File: src/rtl/rr_arbiter8.sv
// Round-robin arbiter for 8 requesters. It issues one registered one-hot grant with its encoded
// index, and the grant is held until the holder releases it. Define ARB_TIMEOUT_EN to add a forced release after MAX_HOLD cycles.
module rr_arbiter8 #(
  parameter int MAX_HOLD = 16,
  parameter int CNT_W    = 5
) (
  input  logic       clk,
  input  logic       rst_n,
  input  logic       en,
  input  logic [7:0] req,
  input  logic       done,
  output logic [7:0] gnt,
  output logic [2:0] gnt_id,
  output logic       gnt_vld,
  output logic       timeout
);

  typedef enum logic {IDLE, BUSY} state_e;

  state_e     state_q, state_d;
  logic [2:0] ptr_q, ptr_d;
  logic [7:0] gnt_q, gnt_d;
  logic [2:0] gnt_id_q, gnt_id_d;
  logic       timeout_q, timeout_d;

  logic       found;
  logic [2:0] win;
  logic [2:0] idx;
  logic       release_w;
  logic       force_w;

  if (2**CNT_W <= MAX_HOLD) begin : g_bad_cnt_w
    $error("rr_arbiter8: CNT_W too narrow for MAX_HOLD");
  end

  // Circular search starting at ptr_q; the first set bit wins.
  always_comb begin
    // NOTE: every combinational output gets a default before the loop so no latch is inferred.
    found = 1'b0;
    win   = ptr_q;
    idx   = ptr_q;
    for (int i = 0; i < 8; i++) begin
      idx = ptr_q + 3'(i);
      if (!found && req[idx]) begin
        found = 1'b1;
        win   = idx;
      end
    end
  end

  assign release_w = done | ~req[gnt_id_q];

`ifdef ARB_TIMEOUT_EN
  logic [CNT_W-1:0] hold_cnt_q, hold_cnt_d;

  // The counter reads 0 on the first BUSY cycle, so it reaches MAX_HOLD-1 on the last allowed cycle.
  assign hold_cnt_d = (state_q == IDLE) ? '0 : hold_cnt_q + 1'b1;
  assign force_w    = (state_q == BUSY) && !release_w &&
                      (hold_cnt_q == CNT_W'(MAX_HOLD - 1));

  always_ff @(posedge clk or negedge rst_n) begin
    if (!rst_n) hold_cnt_q <= '0;
    else        hold_cnt_q <= hold_cnt_d;
  end
`else
  assign force_w = 1'b0;
`endif

  always_comb begin
    state_d   = state_q;
    ptr_d     = ptr_q;
    gnt_d     = gnt_q;
    gnt_id_d  = gnt_id_q;
    timeout_d = 1'b0;
    unique case (state_q)
      IDLE: begin
        if (en && found) begin
          state_d  = BUSY;
          gnt_d    = 8'b1 << win;
          gnt_id_d = win;
        end
      end
      BUSY: begin
        if (release_w || force_w) begin
          state_d   = IDLE;
          gnt_d     = '0;
          ptr_d     = gnt_id_q + 3'd1;
          timeout_d = force_w;
        end
      end
      default: state_d = IDLE;
    endcase
  end

  // NOTE: reset is asynchronous so the grant drops immediately, even in the middle of a grant.
  always_ff @(posedge clk or negedge rst_n) begin
    if (!rst_n) begin
      state_q   <= IDLE;
      ptr_q     <= '0;
      gnt_q     <= '0;
      gnt_id_q  <= '0;
      timeout_q <= 1'b0;
    end else begin
      // NOTE: non-blocking updates make every flop see the values from before the edge.
      state_q   <= state_d;
      ptr_q     <= ptr_d;
      gnt_q     <= gnt_d;
      gnt_id_q  <= gnt_id_d;
      timeout_q <= timeout_d;
    end
  end

  assign gnt     = gnt_q;
  assign gnt_id  = gnt_id_q;
  assign gnt_vld = |gnt_q;
  assign timeout = timeout_q;

endmodule

File: config.mk
export PLATFORM = sky130hd
export DESIGN_NAME = rr_arbiter8
export DESIGN_NICKNAME = d
export VERILOG_FILES = /design/src/rtl/rr_arbiter8.sv
export SDC_FILE = /design/constraint.sdc
export NUM_CORES = 1
export LEC_CHECK = 0
export CAP_MARGIN = 30
export CORE_MARGIN = 5
export CORE_UTILIZATION = 43
export CTS_BUF_LIST = sky130_fd_sc_hd__clkbuf_8
export DETAILED_ROUTE_END_ITERATION = 16
export PLACE_DENSITY = 0.68
export SETUP_SLACK_MARGIN = 0.5
export SYNTH_ARGS = -nofsm -noshare
export SYNTH_HDL_FRONTEND = slang
export SYNTH_SLANG_ARGS = --single-unit
File: constraint.sdc
create_clock -name clk -period 4.45 [get_ports clk]
set_input_delay 0.89 -clock clk [delete_from_list [all_inputs] [get_ports clk]]
set_output_delay 0.89 -clock clk [all_outputs]
set_load 0.005 [all_outputs]
==> impl_metrics.toml <==
[run_status]
status = "finished, final reports clean"

[timing]
maxSlewViolCount = 0
setup_viol_count_final = 0
max_freq_mhz = 284
setup_tns_ns = 0
slew_headroom_pct = 54.9
holdWs_ns = 0.532
finalCriticalPeriod_ns = 3.53
hold_viol_final = 0
clock_skew_ns = 0.00398
rsz0062_at_grt = "no"
fin_crit_sh_pct = 79.3
worstMarginPinSlew_ns = 0.675

[critical_path]
crit_slowest_cell = "mux4_2"
worst_setup_path_end_kind = "flop"
crit_cells = 8
crit_buf_inv = 1
timing.setup.critical_path_class = "in -> reg"
cp_data_required_time_ns = 4.56
cp_top_family = "compound AO/OA/AOI/OAI gates"
crit_path_max_fanout = 7
worstSetupStartpointType = "input port"
rr_worst_depth = 9
crit_path_max_incr_delay_ns = 0.58
worstReg2RegEnd = "gnt_id[1]"
cp.arrival_ns = 3.63
regToRegSetupSlack_ns = 1.08
timing.rr.start = "ptr_q[0]"
worstPathCellList = "clkdlybuf4s50_1, mux4_2, nand2b_4, a31o_4, a21o_1, a2111o_1, a32oi_1, o21ai_0"

[pwr]
power.density_nw_per_um2 = 888
ir_drop_mv = 0.447
finalPower_mw = 1.72
leakagePower_nw = 0.765

[grt]
grt_pass1_vias = 1481
grt_antenna_before_repair = 0
overflow = 0
gr-usage-all-layers_pct = 16.9
grt_pass1_wl_microns = 7130
grt_max_degree = 17

[clock_tree]
clock-sinks = 15
cts_setup_buffers = 0
cts_tree = "done"
htree_num_levels = 1
numCtsBuffers = 3
root_buffer = "clkbuf_8"
cts_buffer_depth = 2
clk_latency_ns = 0.24
cts_hold_buf = 0
clkTransAtPathRegs_ns = 0.06
cts_resized = 0

[logic_synthesis]
syn_nets = 181
synth_ff_type = "dfrtp_1"
netlist_area_sq_um = 1640
ys_ff_latch = 15
synth-edff-count = 0
async_reset_ff_share_pct = 100
postSynthAreaPerCell_sq_um = 9.86
ys_seq_area_share_pct = 22.9
synth_cell_types = 49
syn-instance-count = 166
synth_warnings = 0

[detailed_routing]
viasPerCell = 6.39
ant_nets = 0
dr.pass1.iters = 4
drc_errors = 0
wl_per_cell_microns = 17.7
drt_iter0_markers = 151
vias = 1502
wl_microns = 4170

[layout]
regArea_sq_um = 375
syn_to_final_growth_pct = 18.7
most-common-layout-cells = "23 x clkdlybuf4s50_1, 16 x nand2_1, 15 x dfrtp_1"
final_cell_area_sq_um = 1940
antenna_cells = 0
layout_commonest_cell = "clkdlybuf4s50_1"
fin_nets = 203
drive_gt1_share_pct = 12.3
multi_input_area_sq_um = 1200
n_fill_cell = 343

[placed_design]
dp_hpwl_microns = 3240
placed_area_sq_um = 1900
gp_congestion = 0.898
io_buffer_count = 23

[floorplan]
fp.dieH_microns = 71.7
die_w_microns = 71.7
std_cell_rows = 22
io-pin-count = 25
initial_utilization_pct = 44.7
dieArea_sq_um = 5140
core_area_sq_um = 3660

[worst_hold_path]
hold_path_depth = 1
whs_endpoint = "state_q"
hold_class = "reg -> reg"
hp-start = "state_q"

[run]
cap_violations = 0
-- cell usage after synthesis, types with 4 or more instances --
| cell | number | area [sq um] |
|---|---|---|
| buf_2 | 4 | 20.0 |
| nand2_1 | 16 | 60.1 |
| mux4_2 | 7 | 158 |
| mux4_1 | 4 | 105 |
| nand2b_1 | 4 | 25.0 |
| nand3_1 | 10 | 50.1 |
| dfrtp_1 | 15 | 375 |
| o31ai_1 | 8 | 60.1 |
| a22oi_1 | 4 | 30.0 |
| o21ai_0 | 10 | 50.1 |
| a211oi_1 | 5 | 37.5 |
| a21oi_1 | 7 | 35.0 |
| mux2i_1 | 9 | 90.1 |
| a21o_1 | 4 | 30.0 |
-- state kept, by name, indices dropped and copies added (netlist names) --
signal / count
gnt_id: 3
ptr_q: 3
state_q: 1
gnt: 8
-- cell type report --
type,count,share of cell area (%)
inverter,3,0.580
sequential,15,19.3
multi-input combinational,139,61.6
tap,48,3.09
timing repair buffer,26,13.0
clock buffer,3,2.13
clock inverter,1,0.258
-- power breakdown --
part	switching [mW]	internal [mW]	leakage [nW]
registers	0.0714	0.189	0.196
clock network	0.0473	0.0619	0.0255
logic	0.747	0.607	0.544
-- metrics by stage --
step,worst slack [ns],utilization (%),cells
final,0.923,53.0,235
after floorplan,1.30,-,166
after CTS,0.921,53.0,235
after global placement,0.700,51.8,231
after detailed placement,0.675,51.8,231
after global routing,0.775,53.0,235
-- logic make-up after synthesis --
family / count (synthesis) / synth area share, %
AO/OA/AOI/OAI: 57 / 26.0
AND/OR/NAND/NOR: 49 / 16.2
multiplexers: 24 / 25.7
flip-flops: 15 / 22.9
buffers and inverters: 12 / 3.98
XOR/XNOR: 5 / 2.68
adder cells (fa/ha/maj): 3 / 2.29
other: 1 / 0.229
-- metal layers --
metal  GRT usage [%]  share of wire [%]  vias to the layer above
met5               0                  0                        -
met4            5.22                1.8                        0
met3            1.68                4.2                        8
met2            26.5                 48                       49
met1            24.5                 46                      746
li1                -                  -                      699
-- worst max path at each step --
stage	start	to	slack (ns)
floorplan	ptr_q[0]	gnt_id[1]	1.30
global placement	req[7]	gnt[2]	0.70
detailed placement	req[7]	gnt_id[1]	0.68
CTS	req[7]	gnt_id[1]	0.92
global route	req[7]	gnt_id[1]	0.78
finish	req[7]	gnt_id[1]	0.92
Power figures use the tool's default switching activity.
